<file path="config.mk">
export PLATFORM = sky130hd
export DESIGN_NAME = mmio_timer
export DESIGN_NICKNAME = d
export VERILOG_FILES = /design/src/rtl/mmio_timer.sv
export SDC_FILE = /design/constraint.sdc
export NUM_CORES = 1
export LEC_CHECK = 0
export CORE_AREA = 2 2 159 238
export CTS_BUF_LIST = sky130_fd_sc_hd__clkbuf_8
export CTS_CLUSTER_DIAMETER = 120
export DETAILED_ROUTE_END_ITERATION = 16
export DIE_AREA = 0 0 161 240
export GPL_TIMING_DRIVEN = 0
export PLACE_DENSITY = 0.64
export SYNTH_ARGS = -nofsm -noshare
export SYNTH_HDL_FRONTEND = slang
export SYNTH_SLANG_ARGS = --single-unit
</file>
<file path="constraint.sdc">
create_clock -name clk -period 4.7 [get_ports clk]
set_input_delay 0.94 -clock clk [delete_from_list [all_inputs] [get_ports clk]]
set_output_delay 0.94 -clock clk [all_outputs]
set_load 0.1 [all_outputs]
</file>
<file path="src/rtl/mmio_timer.sv">
// mmio_timer: free-running memory-mapped timer with NUM_CH compare channels.
// Ports:
//   clk, rst_n          clock, asynchronous active-low reset
//   en_in, r_nw_in      byte access strobe, 1 = read / 0 = write
//   a_in, d_in          byte address (bits [6:0] decoded), write data
//   d_out               registered read data (1-cycle latency)
//   irq_ack             clears all pending bits
//   irq                 registered level interrupt, OR of pending & ie
module mmio_timer #(
  parameter int unsigned NUM_CH     = 2,
  parameter int unsigned CNT_WIDTH  = 32,
  parameter int unsigned PRESCALE   = 1,
  parameter int unsigned ADDR_WIDTH = 7
) (
  input  logic                  clk,
  input  logic                  rst_n,
  input  logic                  en_in,
  input  logic                  r_nw_in,
  input  logic [ADDR_WIDTH-1:0] a_in,
  input  logic [7:0]            d_in,
  output logic [7:0]            d_out,
  input  logic                  irq_ack,
  output logic                  irq
);

  localparam int unsigned NB        = CNT_WIDTH / 8;
  localparam logic [15:0] PRESC_MAX = 16'(PRESCALE - 1);

  logic [CNT_WIDTH-1:0] r_mtime, w_mtime_nxt, w_mtime_p1;
  logic [15:0]          r_presc, w_presc_nxt;
  logic [23:0]          r_shadow, w_shadow_nxt;
  logic                 r_run, w_run_nxt;
  logic [NUM_CH-1:0]    r_pend, w_pend_nxt, r_ie, w_ie_nxt;
  logic [NUM_CH-1:0]    r_en, w_en_nxt, r_per, w_per_nxt, w_match;
  logic [CNT_WIDTH-1:0] r_cmp [NUM_CH];
  logic [CNT_WIDTH-1:0] w_cmp_nxt [NUM_CH];
  logic [CNT_WIDTH-1:0] r_period [NUM_CH];
  logic [CNT_WIDTH-1:0] w_period_nxt [NUM_CH];
  logic [7:0]           r_dout, w_dout_nxt, w_rdata;
  logic                 r_irq, w_irq_nxt;

  logic [6:0]           w_addr;
  logic [4:0]           w_bsel;
  logic                 w_wr, w_rd, w_tick, w_mt_wr, w_sel;
  logic [31:0]          w_mt32, w_tmp, w_rd32;
  logic [ADDR_WIDTH-1:0] w_unused_addr;

  // Address bits above [6:0] are intentionally not decoded.
  assign w_unused_addr = a_in;

  assign d_out = r_dout;
  assign irq   = r_irq;

  // Next-state and read-mux logic.
  always_comb begin
    w_addr       = a_in[6:0];
    w_bsel       = {w_addr[1:0], 3'b000};
    w_wr         = en_in & ~r_nw_in;
    w_rd         = en_in & r_nw_in;
    w_mt32       = 32'(r_mtime);
    w_tick       = r_run & (r_presc == PRESC_MAX);
    w_mt_wr      = w_wr & (w_addr[6:2] == 5'd0) & (3'(w_addr[1:0]) < 3'(NB));
    w_mtime_p1   = r_mtime + CNT_WIDTH'(1);
    w_mtime_nxt  = r_mtime;
    w_presc_nxt  = r_presc;
    w_shadow_nxt = r_shadow;
    w_run_nxt    = r_run;
    w_ie_nxt     = r_ie;
    w_pend_nxt   = r_pend;
    w_en_nxt     = r_en;
    w_per_nxt    = r_per;
    w_match      = '0;
    w_tmp        = 32'd0;
    w_rd32       = 32'd0;
    w_sel        = 1'b0;
    w_rdata      = 8'd0;
    for (int i = 0; i < NUM_CH; i++) begin
      w_cmp_nxt[i]    = r_cmp[i];
      w_period_nxt[i] = r_period[i];
    end

    if (r_run) w_presc_nxt = w_tick ? 16'd0 : r_presc + 16'd1;

    // A software byte write to mtime replaces the byte and blocks the tick.
    if (w_mt_wr) begin
      w_tmp              = w_mt32;
      w_tmp[w_bsel +: 8] = d_in;
      w_mtime_nxt        = CNT_WIDTH'(w_tmp);
    end else if (w_tick) begin
      w_mtime_nxt = w_mtime_p1;
    end

    // Reading byte 0 snapshots the upper bytes for coherent multi-byte reads.
    if (w_rd && w_addr == 7'h00) w_shadow_nxt = w_mt32[31:8];
    if (w_wr && w_addr == 7'h04) w_run_nxt = d_in[0];
    if (w_wr && w_addr == 7'h06) w_ie_nxt = NUM_CH'(d_in);
    if (irq_ack) w_pend_nxt = '0;
    if (w_wr && w_addr == 7'h05) w_pend_nxt = w_pend_nxt & ~NUM_CH'(d_in);

    if (w_addr[6:2] == 5'd0) begin
      w_rd32  = (w_addr[1:0] == 2'd0) ? w_mt32 : {r_shadow, 8'h00};
      w_rdata = w_rd32[w_bsel +: 8];
    end else if (w_addr == 7'h04) begin
      w_rdata = {7'd0, r_run};
    end else if (w_addr == 7'h05) begin
      w_rdata = 8'(r_pend);
    end else if (w_addr == 7'h06) begin
      w_rdata = 8'(r_ie);
    end

    for (int i = 0; i < NUM_CH; i++) begin
      w_sel      = (w_addr[6:4] == 3'(i + 1));
      w_match[i] = w_tick & ~w_mt_wr & r_en[i] & (w_mtime_p1 == r_cmp[i]);
      // Match is applied last so it wins over W1C and irq_ack.
      if (w_match[i]) w_pend_nxt[i] = 1'b1;

      // Software cmp write takes priority over the periodic reload.
      if (w_wr && w_sel && w_addr[3:2] == 2'd0) begin
        w_tmp              = 32'(r_cmp[i]);
        w_tmp[w_bsel +: 8] = d_in;
        w_cmp_nxt[i]       = CNT_WIDTH'(w_tmp);
      end else if (w_match[i] && r_per[i]) begin
        w_cmp_nxt[i] = r_cmp[i] + r_period[i];
      end

      if (w_wr && w_sel && w_addr[3:2] == 2'd1) begin
        w_tmp              = 32'(r_period[i]);
        w_tmp[w_bsel +: 8] = d_in;
        w_period_nxt[i]    = CNT_WIDTH'(w_tmp);
      end

      // Software chctrl write takes priority over the one-shot disable.
      if (w_wr && w_sel && w_addr[3:0] == 4'h8) begin
        w_en_nxt[i]  = d_in[0];
        w_per_nxt[i] = d_in[1];
      end else if (w_match[i] && !r_per[i]) begin
        w_en_nxt[i] = 1'b0;
      end

      if (w_sel) begin
        if (w_addr[3:2] == 2'd0) begin
          w_rd32  = 32'(r_cmp[i]);
          w_rdata = w_rd32[w_bsel +: 8];
        end else if (w_addr[3:2] == 2'd1) begin
          w_rd32  = 32'(r_period[i]);
          w_rdata = w_rd32[w_bsel +: 8];
        end else if (w_addr[3:0] == 4'h8) begin
          w_rdata = {6'd0, r_per[i], r_en[i]};
        end
      end
    end

    w_irq_nxt  = |(w_pend_nxt & w_ie_nxt);
    w_dout_nxt = w_rd ? w_rdata : r_dout;
  end

  // State registers.
  always_ff @(posedge clk or negedge rst_n) begin
    if (!rst_n) begin
      r_mtime  <= '0;
      r_presc  <= '0;
      r_shadow <= '0;
      r_run    <= 1'b0;
      r_pend   <= '0;
      r_ie     <= '0;
      r_en     <= '0;
      r_per    <= '0;
      r_dout   <= '0;
      r_irq    <= 1'b0;
      for (int i = 0; i < NUM_CH; i++) begin
        r_cmp[i]    <= '0;
        r_period[i] <= '0;
      end
    end else begin
      r_mtime  <= w_mtime_nxt;
      r_presc  <= w_presc_nxt;
      r_shadow <= w_shadow_nxt;
      r_run    <= w_run_nxt;
      r_pend   <= w_pend_nxt;
      r_ie     <= w_ie_nxt;
      r_en     <= w_en_nxt;
      r_per    <= w_per_nxt;
      r_dout   <= w_dout_nxt;
      r_irq    <= w_irq_nxt;
      for (int i = 0; i < NUM_CH; i++) begin
        r_cmp[i]    <= w_cmp_nxt[i];
        r_period[i] <= w_period_nxt[i];
      end
    end
  end

endmodule

</file>
# Word level (Yosys, flattened, before mapping)
# Cells that the tools add are included.
# totals
regBits	218
input_bits	20
# op_classes
n_addsub	5
eq_ne	9
shift	7
n_mux	34
bitwise	14
n_reduce_logical	29
# ops
op	count
$mux 32	7
$bwmux 32	5
$shiftx 32x6->8	5
$mux 8	9
$add 32x32->32	2
$eq 32x32->1	2
$add 32x1->32 const B	1
$shift 8x7->32 const A	1
$shiftx 8x7->32	1
$eq 7x3->1 const B	3
$add 16x1->16 const B	1
$logic_and 1x1->1	16
$logic_not 16->1	1
$mux 16	1
$mux 2	6
$reduce_bool 2->1	5
$and 1x1->1	9
$logic_not 7->1	1
$neg 5->7	1
$mux 1	6
$logic_not 5->1	1
$and 2x2->2	2
$eq 4x4->1 const B	1
$logic_not 2->1	2
other kinds (7)	9

# Logic depth before layout (Yosys ltp)
# Gate-level depths: netlist of run 1.
# logic_depth
ltp_word	13
mapped_depth	16
ltp_nobuf	13

# Worst setup path after synthesis of run 1
# OpenSTA, ideal clock, no wires.
# synth_timing
kind	input port to flip-flop
start	input a_in[0]
end	register r_cmp[45] (netlist bit)
arrival_ns	3.836
slack_ns	0.786
cell_stages	10
path_cell_list	clkbuf_1 > buf_1 > inv_1 > ha_1 > clkbuf_1 > buf_1 > nor3b_1 > nand2_1 > a32o_1 > a21oi_1
# synth_between
elab_chain_len	4
elab_cells_between_ends	5
cone_classes	1 x add/sub; 2 x shift; 2 x mux
# synth_lines
item	line_no	rtl
start, declared	19	input logic [ADDR_WIDTH-1:0] a_in,
$neg 5->7 (*)	120	w_tmp[w_bsel +: 8] = d_in;
$shiftx 8x7->32 / $shift 8x7->32 (equally long branches)	120	
$bwmux 32 (*)	120	
$mux 32 (*)	118	if (w_wr && w_sel && w_addr[3:2] == 2'd0) begin
end signal, assigned by index	186	r_cmp[i] <= w_cmp_nxt[i];
end, declared	35	logic [CNT_WIDTH-1:0] r_cmp [NUM_CH];
# Every way passes the cells marked *; elsewhere a longest branch is shown, timed or not.
# A chain may end at the register's enable or synchronous reset.

# Worst setup path after layout of run 1
# layout_timing
start	input a_in[0]
end	register r_dout[6] (netlist: d_out[6])
# layout_between
elab_chain_len	12
elab_cells_between_ends	17
cone_classes	1 x eq/ne; 5 x shift; 10 x mux; 1 x reduce/logical
# layout_lines
item	line_no	rtl
$logic_not 2->1	101	w_rd32 = (w_addr[1:0] == 2'd0) ? w_mt32 : {r_shadow, 8'h00};
$mux 32	101	
$shiftx 32x6->8	102	w_rdata = w_rd32[w_bsel +: 8];
$mux 8	100	if (w_addr[6:2] == 5'd0) begin
$mux 8	147	end else if (w_addr[3:0] == 4'h8) begin
$mux 8	144	end else if (w_addr[3:2] == 2'd1) begin
$mux 8	141	if (w_addr[3:2] == 2'd0) begin
$mux 8	140	if (w_sel) begin
$mux 8	147	
$mux 8	144	
$mux 8	141	
$mux 8 (*)	140	
end signal, assigned	183	r_dout <= w_dout_nxt;
end, declared	39	logic [7:0] r_dout, w_dout_nxt, w_rdata;
# Marked as above.

==> results_dict.tcl, run 1 <==
set metrics [dict create \
    ys_seq_elements 218 \
    power_frac_seq_pct 40.2 \
    skew_ps 46.3 \
    synthesis.nets 1918 \
    worst_ep_required_time_ps 5150 \
    fp.dieH_um 240 \
    post-route-drc-count 0 \
    slew_headroom_pct 23.0 \
    final_nets 1989 \
    root_buffer "clkbuf_8" \
    total_power_mw 5.15 \
    synth_cell_type_count 85 \
    cts_hold_buffers 0 \
    irDropWorstVdd_mv 0.245 \
    yosysWarningCount 0 \
    portBuffers 26 \
    cts_tree "done" \
    worst_pin_slew_ps 1150 \
    clockPowerShare_pct 38.5 \
    final_cells 2408 \
    setup_viol 0 \
    ctsHtreeMaxLevel 2 \
    drtPass1Iterations 6 \
    pwr-share-comb_pct 21.4 \
    power.internal_mw 3.46 \
    path_buf_inv 7 \
    ys.flop_type "dfrtp_1" \
    grt_pass1_wl_mm 104 \
    rows 86 \
    netlist_area_mm2 0.0163 \
    synthAdderAreaFrac_pct 5.71 \
    cpMaxStageDelayCell "clkbuf_1" \
    cts_num_sinks 218 \
    r2r.worst_path.cells 15 \
    cp_num_cells 13 \
    startpoint_type "input port" \
    p_sw_mw 1.70 \
    final_cell_mix "nand2_1, dfrtp_1, o21ai_0, nor2_1, a21oi_1" \
    path_clk_slew_ps 60 \
    area_growth_pct 11.8 \
    ant_nets 0 \
    sw_frac_of_total_pct 32.9 \
    vias 16000 \
    totalWireLength_mm 72.5 \
    ioPinCount 29 \
    yosysSeqAreaShare_pct 33.5 \
    synth_top_family_by_area "compound AO/OA/AOI/OAI gates" \
    synth-simple-area-share_pct 18.1 \
    crit_top_cell "nor2_1" \
    cts.path.max_buffers 3 \
    drive_above_1_share_pct 11.3 \
    ys_async_sr_fraction_pct 100 \
    grt_pass1_vias 15600 \
    fmax_mhz 216 \
    clock_latency_ps 600 \
    core-area_mm2 0.0366 \
    synth-edff-count 0 \
    maxSlewViolCount 0 \
    reg2reg_slack_ps 140 \
    initial_utilization_pct 44.5 \
    yosys.area_share.xor_xnor_pct 8.23 \
    gp_congestion 1.02 \
    power-per-cell-area_mw_per_mm2 283 \
    hp-class "input port to async pin" \
    dieArea_mm2 0.0386 \
    crit_type "input port to flip-flop" \
    grt_start_max_net_pins 114 \
    cts_buffers 38 \
    end_kind "flip-flop" \
    wire_per_inst_um 30.1 \
    dp_cells 2336 \
    routed_via_density 6.63 \
    syn_inst 1825 \
    arrival_ps 5090 \
    gr-usage-all-layers_pct 37.6 \
    syn_avg_cell_area_um2 8.91 \
    rsz0062_at_grt "true" \
    layout_commonest_cell "nand2_1" \
    status "complete, no violations" \
    fin_util_pct 49.7 \
    period_share_pct 98.7 \
    grt_overflow 0 \
    drtIter0Drc 1716 \
    grt_antenna_before_repair 5 \
    path_cells "clkdlybuf4s50_1, clkbuf_2, buf_2, inv_1, ha_1, clkbuf_1, clkbuf_2, clkbuf_1, nor2_1, a21oi_1, nor2_1, nor2_1, o21ai_0" \
    hold_violations 0 \
    period_minus_slack_ps 4640 \
    path_delay_family "buffers and inverters" \
    dp_hpwl_mm 56.7 \
    leakagePower_nw 7.83 \
    path_max_fanout 10 \
    drv_cap 0 \
    synthMuxAreaShare_pct 9.94 \
    die_w_um 161 \
    cpPeakStageDelay_ps 630 \
    synth_compound_area_share_pct 20.8 \
]
[synth_stat cells (33+ instances only)]
library cell  number  area share (%)
o21ai_0          144             4.4
nor3_1            34             1.0
nand3_1           41             1.3
xor2_1            55             3.0
nand2_1          225             5.2
a21o_1            33             1.5
a21oi_1          114             3.5
dfrtp_1          218              34
clkbuf_1          73             1.7
mux4_2            40             5.5
a31oi_1           35             1.3
ha_1              71             5.5
inv_1             35            0.81
mux2_2            37             2.6
nor2_1           135             3.1
xnor2_1           85             4.6
[layer usage]
metal / vias up / wire length [um] / GRT usage, %
li1: 6892 / - / -
met1: 7782 / 25300 / 41.6
met2: 938 / 32900 / 60.8
met3: 363 / 6090 / 8.09
met4: 2 / 8170 / 33.3
met5: - / 13 / 0
[state kept, by name, summed over array words and instances (netlist names)]
name and flops:
r_en 2, r_cmp 64, irq 1, r_run 1
r_ie 2, r_pend 2, r_per 2, r_period 64
r_mtime 32, r_presc 16, r_shadow 24, d_out 8
[kinds of logic after synthesis]
group | count (synthesis)
compound gates | 527
xor+xnor | 145
fa+ha+maj | 73
buf+inv | 146
flops | 218
mux | 107
simple gates | 609
[per-stage QoR]
stage          hold slack (ps)  setup WS (ps)  area [um2]   TNS, ps
6_report                   334           62.9       18200         0
2_1_floorplan              443            786       16300         0
5_1_grt                    435          -20.0       18200     -20.0
4_1_cts                    421           47.5       18100         0
3_3_place_gp               460          -6960       17100  -1756740
3_5_place_dp               461          -2270       17200   -251990
[repair_timing]
| action | in CTS | in global routing |
|---|---|---|
| cloned | 0 | 0 |
| resized for setup | 19 | 15 |
| setup endpoints to repair | 169 | 47 |
| setup buffers | 3 | 3 |
| pin swaps | 2 | 3 |
[layout make-up]
| type | count | area [um2] |
|---|---|---|
| fill | 3545 | 18400 |
| multi-input combinational | 1461 | 10300 |
| sequential | 218 | 5460 |
| clock buffer | 50 | 688 |
| tap | 484 | 606 |
| buffer | 108 | 464 |
| timing repair buffer | 33 | 350 |
| clock inverter | 14 | 138 |
| inverter | 36 | 136 |
| antenna | 4 | 10.0 |
[path summary, 6_finish.rpt]
kind	endpoint	start
worst max-delay path	d_out[6]	a_in[0]
worst min-delay path	irq	rst_n
worst max register to register	r_cmp[53]	r_mtime[9]
worst min register to register	d_out[6]	d_out[6]
max in group asynchronous	r_cmp[4]	rst_n
min in group clk	d_out[6]	d_out[6]
[power by group through the flow]
stage               clock [mW]  combinational [mW]  sequential (mW)
finish                    1.98                1.10             2.07
global route              2.07                1.16             2.07
global placement             0                1.04             2.09
detailed placement           0                1.05             2.09
CTS                       1.99                1.06             2.06
floorplan                    0               0.677             2.05
(Power assumes the default switching activity.)
==> inputs of run 2 (changes only) <==
--- a/config.mk
+++ b/config.mk
@@ -11,6 +11,7 @@
 export DETAILED_ROUTE_END_ITERATION = 16
 export DIE_AREA = 0 0 161 240
 export GPL_TIMING_DRIVEN = 0
+export MAX_ROUTING_LAYER = met4
 export PLACE_DENSITY = 0.64
 export SYNTH_ARGS = -nofsm -noshare
 export SYNTH_HDL_FRONTEND = slang
==> results_dict.tcl, run 2 (synthesis results as in run 1) <==
set metrics [dict create \
    initial_utilization_pct 44.5 \
    status "complete, no violations" \
    leakagePower_nw 7.92 \
    crit_top_cell "nand4_1" \
    gr-usage-all-layers_pct 39.3 \
    setup_viol 0 \
    die_w_um 161 \
    crit_type "flip-flop to flip-flop" \
    skew_ps 44.3 \
    ioPinCount 29 \
    rows 86 \
    reg2reg_to "r_cmp[23]" \
    core-area_mm2 0.0366 \
    top_regs "r_cmp: 64 flops, r_period: 64 flops, r_mtime: 32 flops" \
    vias 15800 \
    final_cells 2422 \
    layout_commonest_cell "nand2_1" \
    r2r-start "r_mtime[3]" \
    cts_num_sinks 218 \
    end_kind "flip-flop" \
    grt_pass1_vias 15600 \
    cpMaxStageDelayCell "nor4_1" \
    final_nets 1997 \
    maxSlewViolCount 0 \
    fmax_mhz 218 \
    r2r.worst_path.cells 14 \
    cts_tree "done" \
    startpoint "r_mtime[3]" \
    final_cell_mix "nand2_1, dfrtp_1, o21ai_0, nor2_1, a21oi_1" \
    reg2reg_slack_ps 100 \
    hp-class "input port to async pin" \
    arrival_ps 5090 \
    endpoint "r_cmp[23]" \
    path_cells "clkbuf_1, nand4_1, nor3_4, xnor2_1, a2111oi_1, o21ai_0, nor4_1, nand4_1, buf_4, or2_1, buf_6, buf_2, a31oi_1, o21ai_1" \
    startpoint_type "flip-flop" \
    drive_above_1_share_pct 11.8 \
    dp_hpwl_mm 57.7 \
    area_growth_pct 12.5 \
    post-route-drc-count 0 \
    holdWs_ps 252 \
    drv_cap 0 \
    grt_pass1_wl_mm 106 \
    period_minus_slack_ps 4600 \
    cts_buffers 40 \
    design_area_mm2 0.0183 \
    gp_congestion 1.09 \
    hold_violations 0 \
    irDropWorstVdd_mv 0.222 \
    dieArea_mm2 0.0386 \
    ant_nets 0 \
    root_buffer "clkbuf_8" \
    cpPeakStageDelay_ps 590 \
    power-per-cell-area_mw_per_mm2 283 \
    drtPass1Iterations 6 \
    totalWireLength_mm 73.7 \
    path_max_fanout 10 \
    grt_start_max_net_pins 101 \
    grt_antenna_before_repair 3 \
    cts_hold_buffers 0 \
    fill_cells 3523 \
    period_share_pct 97.8 \
    ctsHtreeMaxLevel 2 \
    drtIter0Drc 1867 \
    dp_cells 2337 \
    placed_area_mm2 0.0172 \
    worst_ep_required_time_ps 5190 \
    multi_input_area_mm2 0.0104 \
    worst_pin_slew_ps 1230 \
    routed_via_density 6.54 \
    cts.path.max_buffers 3 \
    portBuffers 26 \
    rsz0062_at_grt "true" \
    clock_latency_ps 620 \
    path_clk_slew_ps 60 \
    seqCellArea_mm2 0.00546 \
    slew_headroom_pct 18.0 \
    fp.dieH_um 240 \
    finalSetupTns_ps 0 \
    wire_per_inst_um 30.4 \
    grt_overflow 0 \
]
[run 2: cell types whose count changed in the layout (fill, tap and decap cells not counted), sizes merged]
cell	delta
buf	+4
inv	+4
clkbuf	+3
bufinv	-2
clkdlybuf4s15	+2
clkinvlp	+2
clkinv	+1
[run 2: final cells by class]
cell class | count | area share [%]
plain buffers | 108 | 2.70
multi-input cells | 1461 | 56.6
diodes | 4 | 0.0547
flip-flops and latches | 218 | 29.8
repair buffers | 39 | 2.20
clock inverters | 19 | 0.615
well taps | 484 | 3.31
inverters | 36 | 0.745
clock buffers | 53 | 3.99
[run 2: layer usage]
layer / track usage [%] / wire, um / up-vias
li1: - / - / 6906
met1: 42.4 / 25900 / 7648
met2: 62.5 / 34100 / 902
met3: 6.95 / 5660 / 385
met4: 33.8 / 8070 / 0
met5: - / 0 / -
[run 2: worst min-delay path by stage]
stage / start / endpoint / slack (ps) / cells after the start
2_1_floorplan: r_presc[15] / r_presc[15] / 440 / 1
3_3_place_gp: r_presc[15] / r_presc[15] / 460 / 1
3_5_place_dp: r_presc[15] / r_presc[15] / 470 / 1
4_1_cts: rst_n / r_mtime[13] / 250 / 1
5_1_grt: rst_n / r_mtime[11] / 290 / 1
6_report: rst_n / r_mtime[13] / 250 / 1
[run 2: power by group]
group / total (mW) / switching (mW) / internal [mW]
sequential: 2.07 / 0.109 / 1.96
combinational: 1.15 / 0.752 / 0.398
clock: 1.96 / 0.900 / 1.06
[run 2: timing repair]
action	4_1_cts	5_1_grt
pin swaps	5	3
setup buffers	7	4
setup endpoints to repair	192	106
gates resized for setup	32	14
[run 2: worst max-delay path, delay by kind of cell, from the launching register on]
family / cells / cell delay, ps
simple gates: 5 / 1850
compound gates: 4 / 1110
buf+inv: 4 / 960
flops: 1 / 350
xor+xnor: 1 / 230
[run 2: per-stage QoR]
step | power [mW] | worst slack, ps | util [%]
after detailed placement | 3.17 | -2020 | 47.0
after floorplan | 2.73 | 786 | -
final | 5.18 | 104 | 50.0
after CTS | 5.15 | -32.7 | 49.8
after global placement | 3.16 | -7070 | 46.8
after global routing | 5.33 | -3.05 | 50.0
